[config.mk]
export PLATFORM = sky130hd
export DESIGN_NAME = keypad_scanner
export DESIGN_NICKNAME = d
export VERILOG_FILES = /design/src/rtl/keypad_pkg.sv /design/src/rtl/keypad_sync.sv /design/src/rtl/keypad_scanner.sv
export SDC_FILE = /design/constraint.sdc
export NUM_CORES = 1
export LEC_CHECK = 0
export CAP_MARGIN = 0
export CELL_PAD_IN_SITES_DETAIL_PLACEMENT = 0
export CELL_PAD_IN_SITES_GLOBAL_PLACEMENT = 1
export CORE_MARGIN = 2
export CORE_UTILIZATION = 45
export CTS_CLUSTER_SIZE = 24
export DETAILED_ROUTE_END_ITERATION = 6
export PLACE_DENSITY_LB_ADDON = 0.1
export RECOVER_POWER = 50
export SYNTH_ARGS = -nofsm -noshare
export SYNTH_HDL_FRONTEND = slang
export SYNTH_SLANG_ARGS = --single-unit
[constraint.sdc]
create_clock -name CLK -period 2.9 [get_ports CLK]
set_input_delay 0.58 -clock CLK [delete_from_list [all_inputs] [get_ports CLK]]
set_output_delay 0.58 -clock CLK [all_outputs]
set_load 0.02 [all_outputs]
[src/rtl/keypad_pkg.sv]
// rtl/keypad_pkg.sv - shared state encoding, key map and reset constants for the keypad scanner
package keypad_pkg;

    typedef enum logic [1:0] {
        ST_SCAN     = 2'd0,
        ST_DEBOUNCE = 2'd1,
        ST_PRESSED  = 2'd2,
        ST_RELEASE  = 2'd3
    } state_e;

    // Entry {row, col} holds the legend value; row 3 carries E(*) 0 F(#) D.
    localparam logic [63:0] KEY_MAP = {
        4'hD, 4'hF, 4'h0, 4'hE,
        4'hC, 4'h9, 4'h8, 4'h7,
        4'hB, 4'h6, 4'h5, 4'h4,
        4'hA, 4'h3, 4'h2, 4'h1
    };

    localparam logic [3:0] COL_RESET = 4'b1110;
    localparam logic [3:0] KEY_BLANK = 4'b0000;

    function automatic logic [3:0] key_value(input logic [1:0] row, input logic [1:0] col);
        return KEY_MAP[{row, col, 2'b00} +: 4];
    endfunction

    function automatic logic [1:0] lowest_low(input logic [3:0] row);
        logic [1:0] idx;
        idx = 2'd3;
        for (int i = 3; i >= 0; i--) begin
            if (!row[i]) idx = 2'(i);
        end
        return idx;
    endfunction

endpackage

[src/rtl/keypad_sync.sv]
// rtl/keypad_sync.sv - two-flop synchroniser for the asynchronous row returns
module keypad_sync (
    input  logic       CLK,
    input  logic       RST,
    input  logic [3:0] d,
    output logic [3:0] q
);

    logic [3:0] meta_q;
    logic [3:0] sync_q;

    // Idle rows are pulled up, so reset to "no key".
    always_ff @(posedge CLK or negedge RST) begin
        if (!RST) begin
            meta_q <= 4'b1111;
            sync_q <= 4'b1111;
        end else begin
            meta_q <= d;
            sync_q <= meta_q;
        end
    end

    assign q = sync_q;

endmodule

[src/rtl/keypad_scanner.sv]
// rtl/keypad_scanner.sv - 4x4 keypad column scan, debounce and encode; KEYPAD_AUTOREPEAT_EN adds held-key repeat
module keypad_scanner
    import keypad_pkg::*;
#(
    parameter int SCAN_DIV       = 1000,
    parameter int DEBOUNCE_TICKS = 8,
    parameter int REPEAT_TICKS   = 200
) (
    input  logic       CLK,
    input  logic       RST,
    input  logic [3:0] ROW,
    output logic [3:0] COL,
    output logic [3:0] KEY,
    output logic       VALID,
    output logic       PRESSED
);

    localparam int TW = $clog2(SCAN_DIV);
    localparam int CW = $clog2(DEBOUNCE_TICKS + 1);

    localparam logic [1:0] S_SCAN     = ST_SCAN;
    localparam logic [1:0] S_DEBOUNCE = ST_DEBOUNCE;
    localparam logic [1:0] S_PRESSED  = ST_PRESSED;
    localparam logic [1:0] S_RELEASE  = ST_RELEASE;

    logic [TW-1:0] tick_q, tick_d;
    logic [1:0]    state_q, state_d;
    logic [1:0]    col_idx_q, col_idx_d;
    logic [1:0]    row_idx_q, row_idx_d;
    logic [CW-1:0] cnt_q, cnt_d;
    logic [3:0]    col_q, col_d;
    logic [3:0]    key_q, key_d;
    logic          valid_q, valid_d;
    logic          pressed_q, pressed_d;
    logic [3:0]    row_sync;
    logic          tick_end, row_low, any_low, accept, release_done;

`ifdef KEYPAD_AUTOREPEAT_EN
    localparam int RW = $clog2(REPEAT_TICKS + 1);
    logic [RW-1:0] rep_q, rep_d;
`else
    localparam int unused_repeat_ticks = REPEAT_TICKS;
`endif

    keypad_sync u_sync (
        .CLK (CLK),
        .RST (RST),
        .d   (ROW),
        .q   (row_sync)
    );

    assign tick_end = (tick_q == TW'(SCAN_DIV - 1));
    assign row_low  = !row_sync[row_idx_q];
    assign any_low  = (row_sync != 4'b1111);

    // All FSM decisions use the row sample taken on the last cycle of a tick.
    always_comb begin
        tick_d       = tick_end ? '0 : tick_q + TW'(1);
        state_d      = state_q;
        col_idx_d    = col_idx_q;
        row_idx_d    = row_idx_q;
        cnt_d        = cnt_q;
        key_d        = key_q;
        valid_d      = 1'b0;
        pressed_d    = pressed_q;
        accept       = 1'b0;
        release_done = 1'b0;
`ifdef KEYPAD_AUTOREPEAT_EN
        rep_d        = rep_q;
`endif
        if (tick_end) begin
            case (state_q)
                S_SCAN: begin
                    if (any_low) begin
                        row_idx_d = lowest_low(row_sync);
                        if (DEBOUNCE_TICKS <= 1) begin
                            accept = 1'b1;
                        end else begin
                            state_d = S_DEBOUNCE;
                            cnt_d   = CW'(1);
                        end
                    end else begin
                        col_idx_d = col_idx_q + 2'd1;
                    end
                end
                S_DEBOUNCE: begin
                    if (!row_low) begin
                        state_d   = S_SCAN;
                        cnt_d     = '0;
                        col_idx_d = col_idx_q + 2'd1;
                    end else if (cnt_q >= CW'(DEBOUNCE_TICKS - 1)) begin
                        accept = 1'b1;
                    end else begin
                        cnt_d = cnt_q + CW'(1);
                    end
                end
                S_PRESSED: begin
                    if (!row_low) begin
                        if (DEBOUNCE_TICKS <= 1) begin
                            release_done = 1'b1;
                        end else begin
                            state_d = S_RELEASE;
                            cnt_d   = CW'(1);
                        end
`ifdef KEYPAD_AUTOREPEAT_EN
                        rep_d = '0;
                    end else if (rep_q == RW'(REPEAT_TICKS - 1)) begin
                        rep_d   = '0;
                        valid_d = 1'b1;
                    end else begin
                        rep_d = rep_q + RW'(1);
`endif
                    end
                end
                default: begin
                    if (row_low) begin
                        state_d = S_PRESSED;
                        cnt_d   = '0;
`ifdef KEYPAD_AUTOREPEAT_EN
                        rep_d   = '0;
`endif
                    end else if (cnt_q >= CW'(DEBOUNCE_TICKS - 1)) begin
                        release_done = 1'b1;
                    end else begin
                        cnt_d = cnt_q + CW'(1);
                    end
                end
            endcase
        end
        if (accept) begin
            state_d   = S_PRESSED;
            cnt_d     = '0;
            key_d     = ~key_value(row_idx_d, col_idx_q);
            valid_d   = 1'b1;
            pressed_d = 1'b1;
`ifdef KEYPAD_AUTOREPEAT_EN
            rep_d     = '0;
`endif
        end
        if (release_done) begin
            state_d   = S_SCAN;
            cnt_d     = '0;
            pressed_d = 1'b0;
            col_idx_d = col_idx_q + 2'd1;
        end
        col_d = ~(4'b0001 << col_idx_d);
    end

    always_ff @(posedge CLK or negedge RST) begin
        if (!RST) begin
            tick_q    <= '0;
            state_q   <= S_SCAN;
            col_idx_q <= 2'd0;
            row_idx_q <= 2'd0;
            cnt_q     <= '0;
            col_q     <= COL_RESET;
            key_q     <= KEY_BLANK;
            valid_q   <= 1'b0;
            pressed_q <= 1'b0;
`ifdef KEYPAD_AUTOREPEAT_EN
            rep_q     <= '0;
`endif
        end else begin
            tick_q    <= tick_d;
            state_q   <= state_d;
            col_idx_q <= col_idx_d;
            row_idx_q <= row_idx_d;
            cnt_q     <= cnt_d;
            col_q     <= col_d;
            key_q     <= key_d;
            valid_q   <= valid_d;
            pressed_q <= pressed_d;
`ifdef KEYPAD_AUTOREPEAT_EN
            rep_q     <= rep_d;
`endif
        end
    end

    assign COL     = col_q;
    assign KEY     = key_q;
    assign VALID   = valid_q;
    assign PRESSED = pressed_q;

endmodule

==> flow_summary.json <==
{
  "fp.dieW_um": 69.3,
  "cts_buffers": 5,
  "layout_min_cycle_time_ps": 2310,
  "grt_usage_pct": 16.2,
  "cts_tree": "yes",
  "fmax_mhz": 433,
  "ctsResizeCount": 0,
  "ys_seq_elements": 38,
  "ctsHoldBuffers": 0,
  "clockBufferDepth": 2,
  "diodes": 0,
  "holdWs_ps": 351,
  "rrSetupSlack_ps": 590,
  "worst_ep_required_time_ps": 3060,
  "coreArea_um2": 4060,
  "grt_overflow": 0,
  "htreeDepth": 2,
  "drive_gt1_share_pct": 16.0,
  "grt_first_pass_wirelength_um": 6350,
  "grt_pass1_vias": 1331,
  "worstHoldPathType": "flop to flop",
  "hold_viol_final": 0,
  "clkSinkCount": 38,
  "routed_wl_um": 3580,
  "combPwrFrac_pct": 2.4,
  "async_flop_share_pct": 100,
  "syn_nets": 194,
  "ios": 16,
  "yosysUniqueCellTypes": 48,
  "die-area_um2": 4800,
  "synth-main-ff-cell": "dfrtp_1",
  "slew_violations": 39,
  "min_period_over_period_pct": 79.6,
  "rsz0062_at_grt": "no",
  "drtPass1Iterations": 4,
  "switchingPower_w": 0.000210,
  "nNetsFinal": 211,
  "skew_ps": 8.13,
  "clkPwrFrac_pct": 43.9,
  "avgSynthCellArea_um2": 10.5,
  "p_per_area_nw_per_um2": 457,
  "place_hpwl_um": 2600,
  "area_delta_synth_final_pct": 15.9,
  "ir_worst_vdd_mv": 0.371,
  "finalSetupViolCount": 0,
  "wl_per_cell_um": 14.3,
  "cp_max_fo": 7,
  "vias": 1372,
  "fp.dieH_um": 69.3,
  "drt_iter0_markers": 97,
  "antenna_found_initial": 0,
  "clk_latency_ps": 280,
  "clk_pin_slew_worst_paths_ps": 80,
  "outcome": "finished with violations",
  "grt_max_degree": 39,
  "finalSetupTns_ps": 0,
  "yosysTopAreaCellShare_pct": 35.2,
  "synth_warnings": 0,
  "postCtsSetupBuffers": 0,
  "critPathLaunchType": "flop",
  "tightestPinTransition_ps": 1940,
  "violations": "max-capacitance violations, max-slew violations",
  "synth_top_cell_by_area": "dfrtp_1",
  "start_util_pct": 47.3,
  "place_congestion": 0.806,
  "root_buffer": "clkbuf_8",
  "syn_inst": 182,
  "p_seq_share_pct": 53.7,
  "p_leak_nw": 0.983,
  "switching_share_pct": 20.7,
  "p_int_w": 0.000804,
  "ys_top_cells_by_area": "dfrtp_1, dfstp_2, ha_1",
  "syn_area_um2": 1920,
  "cap_viol_max_count": 1,
  "worstSetupPathType": "flop to flop",
  "synth_edf_count": 0,
  "cp-end-kind": "flop",
  "io_buffer_count": 15,
  "relSlewSlack_pct": -29.6,
  "rows": 23,
  "remaining_drc_errors": 0,
  "crit_arrival_ps": 2470,
  "ant_nets": 0,
  "ys_seq_area_share_pct": 50.3,
  "drt-vias-per-instance": 5.49
}
[metrics by stage]
step / cells / worst slack (ps) / utilization [%] / cell area [um2] / power (W)
6_report: 250 / 591 / 54.8 / 2220 / 0.00101
3_3_place_gp: 242 / 658 / 52.0 / 2110 / 0.000580
5_1_grt: 250 / 431 / 54.8 / 2220 / 0.00106
4_1_cts: 250 / 582 / 54.8 / 2220 / 0.00103
2_1_floorplan: 182 / 718 / - / 1920 / 0.000562
3_5_place_dp: 242 / 580 / 52.0 / 2110 / 0.000581
[power by group through the flow]
| stage | combinational, W | sequential (W) | clock (W) |
|---|---|---|---|
| after detailed placement | 0.0000270 | 0.000554 | 0 |
| after global routing | 0.0000284 | 0.000545 | 0.000486 |
| final | 0.0000246 | 0.000544 | 0.000446 |
| after CTS | 0.0000271 | 0.000544 | 0.000461 |
| after floorplan | 0.00000888 | 0.000553 | 0 |
| after global placement | 0.0000263 | 0.000554 | 0 |
[logic make-up (layout without fill, tap and decap cells)]
group           count (synthesis)  in the layout  share of synthesized area, %
xor+xnor                        9              9                          4.11
mux                             3              3                          2.22
fa+ha+maj                       6              6                          3.91
flops                          38             38                          50.3
buf+inv                        16             34                          3.46
simple gates                   68             68                          20.5
compound gates                 42             42                          15.5
[state kept, by name (all words and copies together), names as in the netlist]
signal	cells
u_sync.q	4
cnt_q	4
u_sync.meta_q	4
COL	4
KEY	4
row_idx_q	2
tick_q	10
col_idx_q	2
VALID	1
state_q	2
PRESSED	1
[cells in the mapped netlist, drive strengths merged, types with 2 or more instances]
| library cell | count |
|---|---|
| nand3 | 4 |
| dfstp | 11 |
| a211oi | 3 |
| a21o | 2 |
| o21ai | 7 |
| nor2 | 20 |
| inv | 8 |
| nor4b | 2 |
| or3 | 4 |
| clkinv | 2 |
| a41oi | 3 |
| and3 | 2 |
| a21oi | 10 |
| mux2i | 2 |
| clkbuf | 5 |
| nor4bb | 2 |
| xor2 | 3 |
| and2 | 3 |
| xnor2 | 6 |
| ha | 6 |
| nand4 | 3 |
| nor3 | 7 |
| dfrtp | 27 |
| nand2 | 13 |
| a211o | 3 |
| a21boi | 2 |
| a31oi | 6 |
[area by class of cell]
type                       instances  area [um2]
fill                             357        1840
sequential                        38         965
multi-input combinational        128         887
timing repair buffer              16         151
clock buffer                       5        68.8
tap                               50        62.6
clock inverter                     3        45.0
inverter                          10        42.5
[cells in the final DEF (no fill, tap or decap), types with 2 or more instances in the layout]
| master | synthesis | layout |
|---|---|---|
| a211o_1 | 3 | 3 |
| a211oi_1 | 2 | 2 |
| a21boi_0 | 2 | 2 |
| a21o_1 | 2 | 2 |
| a21oi_1 | 8 | 8 |
| a21oi_2 | 2 | 2 |
| a31oi_1 | 6 | 6 |
| a41oi_1 | 3 | 3 |
| and2_1 | 3 | 3 |
| and3_1 | 2 | 2 |
| clkbuf_8 | 0 | 5 |
| clkdlybuf4s50_1 | 0 | 10 |
| clkinvlp_4 | 0 | 2 |
| dfrtp_1 | 27 | 27 |
| dfstp_2 | 11 | 11 |
| dlygate4sd3_1 | 0 | 4 |
| ha_1 | 6 | 6 |
| inv_1 | 8 | 8 |
| mux2i_1 | 2 | 2 |
| nand2_1 | 13 | 13 |
| nand3_1 | 4 | 4 |
| nand4_1 | 3 | 3 |
| nor2_1 | 19 | 19 |
| nor3_1 | 7 | 7 |
| nor4bb_1 | 2 | 2 |
| o21ai_0 | 7 | 7 |
| or3_1 | 4 | 4 |
| xnor2_1 | 6 | 6 |
| xor2_1 | 3 | 3 |
[worst max-delay path: stages (launching register included)]
cell and delay [ps]:
dfrtp_1 400, ha_1 280, nand3b_4 110, or3_1 500, or4_4 590, a221oi_2 210, a21oi_1 110
[routing by layer]
layer / global-route usage [%] / vias to the layer above / wire length, um
met3: 3.63 / 2 / 123
met2: 24.4 / 25 / 1610
met4: 4.58 / 0 / 26
li1: - / 690 / -
met1: 23.5 / 655 / 1830
met5: 0 / - / 0
[final timing paths]
kind | from | endpoint | cells past startpoint
min in group asynchronous | RST | KEY[3] | 1
setup / recovery | tick_q[0] | KEY[0] | 6
hold / removal | u_sync.meta_q[0] | u_sync.q[0] | 0
setup reg to reg | tick_q[0] | KEY[0] | 6
hold reg to reg | u_sync.meta_q[0] | u_sync.q[0] | 0
max in group asynchronous | RST | col_idx_q[1] | 1
(Power assumes the default switching activity.)
